==> src/rtl/itype_exp_fifo.sv <==
// Expected-result FIFO: synchronous, registered count, full/empty flags.
// Latency: an entry pushed at edge N is visible at the head after that edge (no bypass).
// Backpressure: push while full is dropped unless a pop happens in the same cycle.
// Ports: push_vld/push_dat in, pop_vld in, head_dat/full/empty/count out.
module itype_exp_fifo #(
   parameter int WIDTH = 37,
   parameter int DEPTH = 8
) (
   input  logic                       clk,
   input  logic                       rst_n,
   input  logic                       push_vld,
   input  logic [WIDTH-1:0]           push_dat,
   input  logic                       pop_vld,
   output logic [WIDTH-1:0]           head_dat,
   output logic                       full,
   output logic                       empty,
   output logic [$clog2(DEPTH):0]     count
);

   localparam int AW = $clog2(DEPTH);
   localparam int CW = AW + 1;

   logic [WIDTH-1:0] mem_q [DEPTH];
   logic [WIDTH-1:0] mem_d [DEPTH];
   logic [AW-1:0]    wr_ptr_q, wr_ptr_d;
   logic [AW-1:0]    rd_ptr_q, rd_ptr_d;
   logic [CW-1:0]    count_q, count_d;
   logic             do_push, do_pop;

   assign full     = (count_q == CW'(DEPTH));
   assign empty    = (count_q == '0);
   assign count    = count_q;
   assign head_dat = mem_q[rd_ptr_q];

   // Full-with-pop is legal: the write lands in the slot being vacated.
   assign do_push = push_vld && (!full || pop_vld);
   assign do_pop  = pop_vld && !empty;

   always_comb begin
      mem_d    = mem_q;
      wr_ptr_d = wr_ptr_q;
      rd_ptr_d = rd_ptr_q;
      count_d  = count_q;
      if (do_push) begin
         mem_d[wr_ptr_q] = push_dat;
         wr_ptr_d        = wr_ptr_q + AW'(1);
      end
      if (do_pop) begin
         rd_ptr_d = rd_ptr_q + AW'(1);
      end
      if (do_push && !do_pop) begin
         count_d = count_q + CW'(1);
      end else if (!do_push && do_pop) begin
         count_d = count_q - CW'(1);
      end
   end

   always_ff @(posedge clk or negedge rst_n) begin
      if (!rst_n) begin
         wr_ptr_q <= '0;
         rd_ptr_q <= '0;
         count_q  <= '0;
      end else begin
         wr_ptr_q <= wr_ptr_d;
         rd_ptr_q <= rd_ptr_d;
         count_q  <= count_d;
      end
   end

   // Storage is don't-care while empty, so it carries no reset.
   always_ff @(posedge clk) begin
      mem_q <= mem_d;
   end

endmodule

==> config.mk <==
export PLATFORM = sky130hd
export DESIGN_NAME = itype_exp_fifo
export DESIGN_NICKNAME = d
export VERILOG_FILES = /design/src/rtl/itype_exp_fifo.sv
export SDC_FILE = /design/constraint.sdc
export NUM_CORES = 1
export LEC_CHECK = 0
export CAP_MARGIN = 20
export CELL_PAD_IN_SITES_DETAIL_PLACEMENT = 1
export CELL_PAD_IN_SITES_GLOBAL_PLACEMENT = 2
export CORE_MARGIN = 2
export CORE_UTILIZATION = 49
export CTS_BUF_LIST = sky130_fd_sc_hd__clkbuf_8
export CTS_CLUSTER_SIZE = 25
export DETAILED_ROUTE_END_ITERATION = 16
export PLACE_DENSITY_LB_ADDON = 0.25
export SYNTH_ARGS = -nofsm -noshare
export SYNTH_HDL_FRONTEND = slang
export SYNTH_SLANG_ARGS = --single-unit
==> constraint.sdc <==
create_clock -name clk -period 5.93 [get_ports clk]
set_clock_uncertainty 0.2 [all_clocks]
set_input_delay 1.186 -clock clk [delete_from_list [all_inputs] [get_ports clk]]
set_output_delay 1.186 -clock clk [all_outputs]
set_load 0.05 [all_outputs]
==> impl_results.rst <==
.. list-table::
   :header-rows: 1

   * - Metric
     - Value
   * - Final HPWL from detailed placement
     - 13230 um
   * - Depth of the most critical reg-to-reg path
     - 9
   * - Main flop type after synthesis
     - sky130_fd_sc_hd__edfxtp_1
   * - Count of buffers from port buffering
     - 83
   * - Drt wl/cell
     - 24.34 um
   * - Cts-stage hold buffer count
     - 0
   * - Cells traversed along the worst timing path
     - buf_4 > mux4_2 > mux2_2 > clkdlybuf4s50_1
   * - CP Launch Point
     - rd_ptr_q[0]$_DFFE_PN0P_
   * - Worst setup path endpoint
     - head_dat[15]
   * - Detailed-route wire length
     - 23860 um
   * - Number of global-route vias before repair
     - 6262
   * - Post-route met1 wirelength
     - 10320 um
   * - Remaining antenna violation count after routing
     - 0
   * - Overall global routing resource usage
     - 19.68%
   * - Commonest cells in the netlist
     - sky130_fd_sc_hd__edfxtp_1 (296), sky130_fd_sc_hd__mux4_2 (74), sky130_fd_sc_hd__mux2_2 (39)
   * - Total count of hold-check failures in the final report
     - 0
   * - Count of TritonRoute iterations in the first routing pass
     - 4
   * - Achievable Freq
     - 0.2040 GHz
   * - LEAKAGE
     - 4.540 nW
   * - Cells after Synth
     - 490
   * - Transition time at the pin with the least slew margin
     - 0.9945 ns
   * - Standard cell with the maximum stage delay on the critical path
     - sky130_fd_sc_hd__dfrtp_4
   * - PwrDens
     - 540.2 nW/um^2
   * - Max Cap Viol
     - 0
   * - Nets
     - 671
   * - EDFF count, synth
     - 296
   * - Filler cell count
     - 2020
   * - Layout area overhead
     - 19.14%
   * - Startpoint of the worst-slack reg-to-reg timing path
     - count[0]$_DFFE_PN0P_
   * - Number of H-tree levels
     - 2
   * - Maximum clock insertion buffer count
     - 3
   * - Root cell of the clock tree
     - sky130_fd_sc_hd__clkbuf_8
   * - Height of the die
     - 159.0 um
   * - Maximum number of pins on one net before global-route repair
     - 77
   * - Number of pins with negative max-slew slack in the final report
     - 0
   * - Total clock buffers created by CTS
     - 51
   * - Tmin final
     - 4.902 ns
   * - Kind of launch point of the worst setup path
     - flip-flop
   * - Worst path max stage delay
     - 0.97 ns
   * - Final WS setup
     - 1.028 ns
   * - Post-synth net total
     - 537
   * - Biggest area contributors in the synthesized netlist
     - sky130_fd_sc_hd__edfxtp_1 (76%), sky130_fd_sc_hd__mux4_2 (14%), sky130_fd_sc_hd__mux2_2 (3.7%)
   * - Global-route wire length before repair
     - 37450 um
   * - Final-report setup violation count
     - 0
   * - Number of cells after detailed placement
     - 888
   * - Distinct cell type count after synthesis
     - 35
   * - Fraction of synthesized cell area taken by the top area cell type
     - 75.54%
   * - Internal reg-to-reg setup slack
     - 2.69 ns
   * - Number of antenna repair diodes
     - 0
   * - Die Footprint
     - 25270 um^2
   * - Seq cells post-synth
     - 306
   * - Uppermost metal layer occupied by signal nets
     - met5
   * - Met2 routed WL
     - 12010 um
   * - Global route overflow
     - 0
   * - Standard cell core area
     - 23540 um^2
   * - Sequential area share after synthesis
     - 77.67%
   * - Horizontal die dimension
     - 159.0 um
   * - CTS tree
     - yes
   * - Status
     - completed
   * - Layout cell share with drive strength beyond 1
     - 31.01%
   * - Critical path peak fanout
     - 40
   * - Ys Warns
     - 0
   * - Startpoint-to-endpoint class of the critical path
     - flip-flop to primary output
   * - Vias per cell
     - 5.556
   * - Placement Rows
     - 56
   * - Sink Count
     - 306
   * - Synthesized area divided by synthesized cell count
     - 24.01 um^2
   * - Clk Latency, worst-skew pair
     - 0.55 ns
   * - Routability congestion estimate
     - 0.7023
   * - Total negative slack
     - 0 ns
   * - Top-level port count
     - 84
   * - Starting DRT DRC Count
     - 382
   * - Worst vdd ir
     - 0.4756 mV
   * - Clock-pin slew on the worst setup and hold paths
     - 0.06 ns
   * - Number of antenna violations at the first check in global routing
     - 1
   * - Headroom to the max-slew limit
     - 33.34%
   * - Type of the tightest min-delay check
     - flip-flop to flip-flop
   * - Met3 wire len
     - 1131 um
   * - Endpoint kind of the worst setup timing path
     - primary output
   * - Data arrival, critical path
     - 3.52 ns
   * - Data required time at the worst endpoint
     - 4.54 ns
   * - Synth area leader
     - sky130_fd_sc_hd__edfxtp_1
   * - Proportion of synthesized flip-flops having asynchronous set or reset
     - 3.268%
   * - Unrepaired setup endpoints after global routing
     - no
   * - Total of cells resized after clock tree synthesis
     - 0
   * - # DRC
     - 0
   * - Detailed-route via count
     - 5445
   * - R2r endpoint
     - count[3]$_DFFE_PN0P_
   * - Share of the cycle needed by the critical path after routing
     - 82.67%
   * - Cell area after synthesis
     - 11770 um^2
   * - Initial standard-cell utilization of the core
     - 49.98%
   * - Pre-CTS worst setup slack
     - 1.522 ns
   * - Most repeated cell in the gate-level netlist after synthesis
     - sky130_fd_sc_hd__edfxtp_1
   * - Setup Buffers After CTS
     - 0
   * - Non-filler cells, final
     - 980
where the power goes:
group	switching [W]	internal, W
logic	0.00166	0.00127
registers	0.000297	0.00273
clock network	0.000785	0.000838
cell usage in the layout, fill, tap and decap left out, types with 2 or more instances in the layout:
| cell type | count |
|---|---|
| sky130_fd_sc_hd__clkinv_1 | 15 |
| sky130_fd_sc_hd__inv_1 | 22 |
| sky130_fd_sc_hd__nor2_4 | 2 |
| sky130_fd_sc_hd__nor3_2 | 3 |
| sky130_fd_sc_hd__o211ai_1 | 4 |
| sky130_fd_sc_hd__mux2_2 | 39 |
| sky130_fd_sc_hd__edfxtp_1 | 296 |
| sky130_fd_sc_hd__buf_4 | 14 |
| sky130_fd_sc_hd__mux4_2 | 74 |
| sky130_fd_sc_hd__xnor2_1 | 5 |
| sky130_fd_sc_hd__ha_1 | 5 |
| sky130_fd_sc_hd__dfrtp_1 | 7 |
| sky130_fd_sc_hd__dfrtp_4 | 2 |
| sky130_fd_sc_hd__clkbuf_8 | 51 |
| sky130_fd_sc_hd__buf_12 | 3 |
| sky130_fd_sc_hd__a21oi_1 | 2 |
| sky130_fd_sc_hd__nand3_1 | 2 |
| sky130_fd_sc_hd__nand2_1 | 3 |
| sky130_fd_sc_hd__clkdlybuf4s50_1 | 83 |
| sky130_fd_sc_hd__clkinv_2 | 3 |
logic make-up after synthesis:
kind of cell             share of synthesized area, %
AO/OA/AOI/OAI                                  0.7550
XOR/XNOR                                       0.4466
adder cells (fa/ha/maj)                        0.7018
buffers and inverters                           1.276
flip-flops                                      77.67
multiplexers                                    18.11
AND/OR/NAND/NOR                                 1.042
stage by stage:
stage	power [W]	area, um^2	utilization, %	hold WS (ns)
after floorplan	0.005093	11770	-	0.3511
after global placement	0.005939	13080	55.57	0.3894
after detailed placement	0.006015	13100	55.63	0.4454
after CTS	0.007670	13980	59.38	0.4706
after global routing	0.007918	14020	59.55	0.5291
final	0.007573	14020	59.55	0.4666
metal layers:
metal  up-vias  GRT usage [%]
met1      2892          27.04
li1       2362              -
met5         -              0
met3        38          3.907
met2       151          32.39
met4         2          6.074
layout make-up:
cell class	instances	area (um^2)	share of cell area (%)
multi-input cells	158	2525	18.01
well taps	319	399.1	2.847
clock inverters	39	180.2	1.285
repair buffers	103	1050	7.488
clock buffers	51	701.9	5.007
inverters	4	15.01	0.1071
flip-flops and latches	306	9148	65.25
sequential cells by signal (all words and copies together), names as in the netlist:
signal and count:
rd_ptr_q 3, mem_q 296, count 4, wr_ptr_q 3
worst max-delay path, delay by kind of cell, from the launching register on:
kind | cells | cell delay (ns)
buf+inv | 2 | 1.13
flops | 1 | 0.97
mux | 2 | 0.82
worst min-delay path by stage:
stage                                       start                      end  slack (ns)  cells after the start
after floorplan           wr_ptr_q[0]$_DFFE_PN0P_  wr_ptr_q[0]$_DFFE_PN0P_        0.35                      1
after global placement       count[2]$_DFFE_PN0P_     count[2]$_DFFE_PN0P_        0.39                      2
after detailed placement     count[2]$_DFFE_PN0P_     count[2]$_DFFE_PN0P_        0.45                      2
after CTS                    count[2]$_DFFE_PN0P_     count[2]$_DFFE_PN0P_        0.47                      2
after global routing      wr_ptr_q[0]$_DFFE_PN0P_  wr_ptr_q[0]$_DFFE_PN0P_        0.53                      1
final                        count[2]$_DFFE_PN0P_     count[2]$_DFFE_PN0P_        0.47                      2
(Power assumes the default switching activity.)
==> patch (same flow settings) <==
Change the parameter `WIDTH` from 37 to 29.
--- a/src/rtl/itype_exp_fifo.sv
+++ b/src/rtl/itype_exp_fifo.sv
@@ -4,5 +4,5 @@
 // Ports: push_vld/push_dat in, pop_vld in, head_dat/full/empty/count out.
 module itype_exp_fifo #(
-   parameter int WIDTH = 37,
+   parameter int WIDTH = 29,
    parameter int DEPTH = 8
 ) (
Ports: changed (resized head_dat and push_dat); port bits go from 84 to 68. No check against the original RTL was run, so the function may have changed too.
==> patch against the original RTL <==
Synthesized area is 20% lower. Critical path depth unchanged. Utilization down 0.13 points. Cell count shrank 22%. Sequential cell count decreased by 64. Global-route usage shrank 0.13 points. Final area down 20%. Combinational power fell by 19%. Total power shrank 20%. Count of clock-buffer cells in the layout is 11 lower. Non-clock buffer count down 19. Wire length down 21%. Sequential share of layout area shrank 0.48 points. Worst setup slack better by 300 ps. Critical path type unchanged. Critical endpoint is now head_dat[17].
==> patch: results <==
[critical_path]
crit_end = head_dat[17]
r2r-start = count[1]$_DFFE_PN0P_
crit_arrival_ps = 3220
worst-path-max-fanout = 39
r2r_slack_ps = 2640

[cts]
clk_path_buf_depth = 3
cts_buffers = 39
clk_latency_ps = 510
postCtsSetupRepairBufs = 0
clockRootBuffer = clkbuf_8

[timing]
tightest_slew_ps = 1060
finalCritPeriodShare = 0.777

[place]
dp_hpwl_microns = 11000
io_buffers = 67
gp_congestion = 0.715
dp_slack_ps = 1800
place_area_sq_um = 10500

[final_layout]
nFillCells = 1578
final_nets = 544
num_antenna_cells = 0
layout-drive-gt1-share = 0.308
largest_reg_flops = 232

[yosys]
ys_seq_area_frac = 0.765
synth_edf_count = 232
ys_types = 36
synth_top_cells_by_count = edfxtp_1, mux4_2, mux2_2
ys.warnings.count = 0
syn-num-nets = 438
synth_area_leaders = edfxtp_1, mux4_2, dfrtp_1
synth_async_sr_flop_share = 0.0413

[detailed_routing]
drt_first_pass_iters = 4
wl_microns = 18900
drtIter0Drc = 312
ant_nets = 0
via_per_inst = 5.73

[power_and_ir_drop]
ir_worst_vdd_mv = 0.324
leakage_nw = 3.69

[global_route]
grt_max_degree = 40
grt_pass1_wl_microns = 29400
track_usage = 0.195
grt_pass1_vias = 5012
antenna_found_initial = 0

[outcome]
status = finished clean
patch: cell type report:
class | instances | area, sq um | share of cell area
inverter | 4 | 15.0 | 0.00135
clock buffer | 40 | 551 | 0.0494
multi-input combinational | 134 | 2130 | 0.191
clock inverter | 31 | 131 | 0.0118
timing repair buffer | 84 | 811 | 0.0727
tap | 234 | 293 | 0.0263
sequential | 242 | 7220 | 0.648
patch: per-layer routing:
metal / share of wire / global-route usage / vias to the layer above
met5: 0 / 0 / -
met4: 0.016 / 0.0594 / 0
met3: 0.048 / 0.0412 / 27
met2: 0.50 / 0.324 / 125
met1: 0.43 / 0.264 / 2341
li1: - / - / 1910
patch: logic make-up after synthesis:
family          share of synthesized area
compound gates                    0.00942
xor+xnor                          0.00557
fa+ha+maj                         0.00875
buf+inv                            0.0145
flops                               0.765
mux                                 0.184
simple gates                       0.0130
patch: per-stage QoR:
stage / power [mW] / instances
6_report: 6.03 / 769
2_1_floorplan: 4.12 / 399
3_3_place_gp: 4.79 / 698
3_5_place_dp: 4.84 / 698
5_1_grt: 6.31 / 769
4_1_cts: 6.11 / 769
patch: critical path, cell delays in order (launching register included):
cell and delay [ps]:
dfrtp_4 750, buf_12 360, mux4_2 570, mux2_4 290
clkdlybuf4s50_1 700
patch: power breakdown:
| part | switching [mW] | total, mW | internal [mW] |
|---|---|---|---|
| Sequential | 0.259 | 2.42 | 2.16 |
| Combinational | 1.32 | 2.36 | 1.04 |
| Clock | 0.623 | 1.25 | 0.630 |
patch: how the worst min path moves through the flow:
stage / cells after the start / slack, ps / end / from
after detailed placement: 1 / 460 / wr_ptr_q[2]$_DFFE_PN0P_ / wr_ptr_q[2]$_DFFE_PN0P_
final: 2 / 470 / count[2]$_DFFE_PN0P_ / count[2]$_DFFE_PN0P_
after global placement: 2 / 410 / count[2]$_DFFE_PN0P_ / count[2]$_DFFE_PN0P_
after global routing: 2 / 500 / count[2]$_DFFE_PN0P_ / count[2]$_DFFE_PN0P_
after floorplan: 1 / 350 / wr_ptr_q[0]$_DFFE_PN0P_ / wr_ptr_q[0]$_DFFE_PN0P_
after CTS: 2 / 470 / count[2]$_DFFE_PN0P_ / count[2]$_DFFE_PN0P_
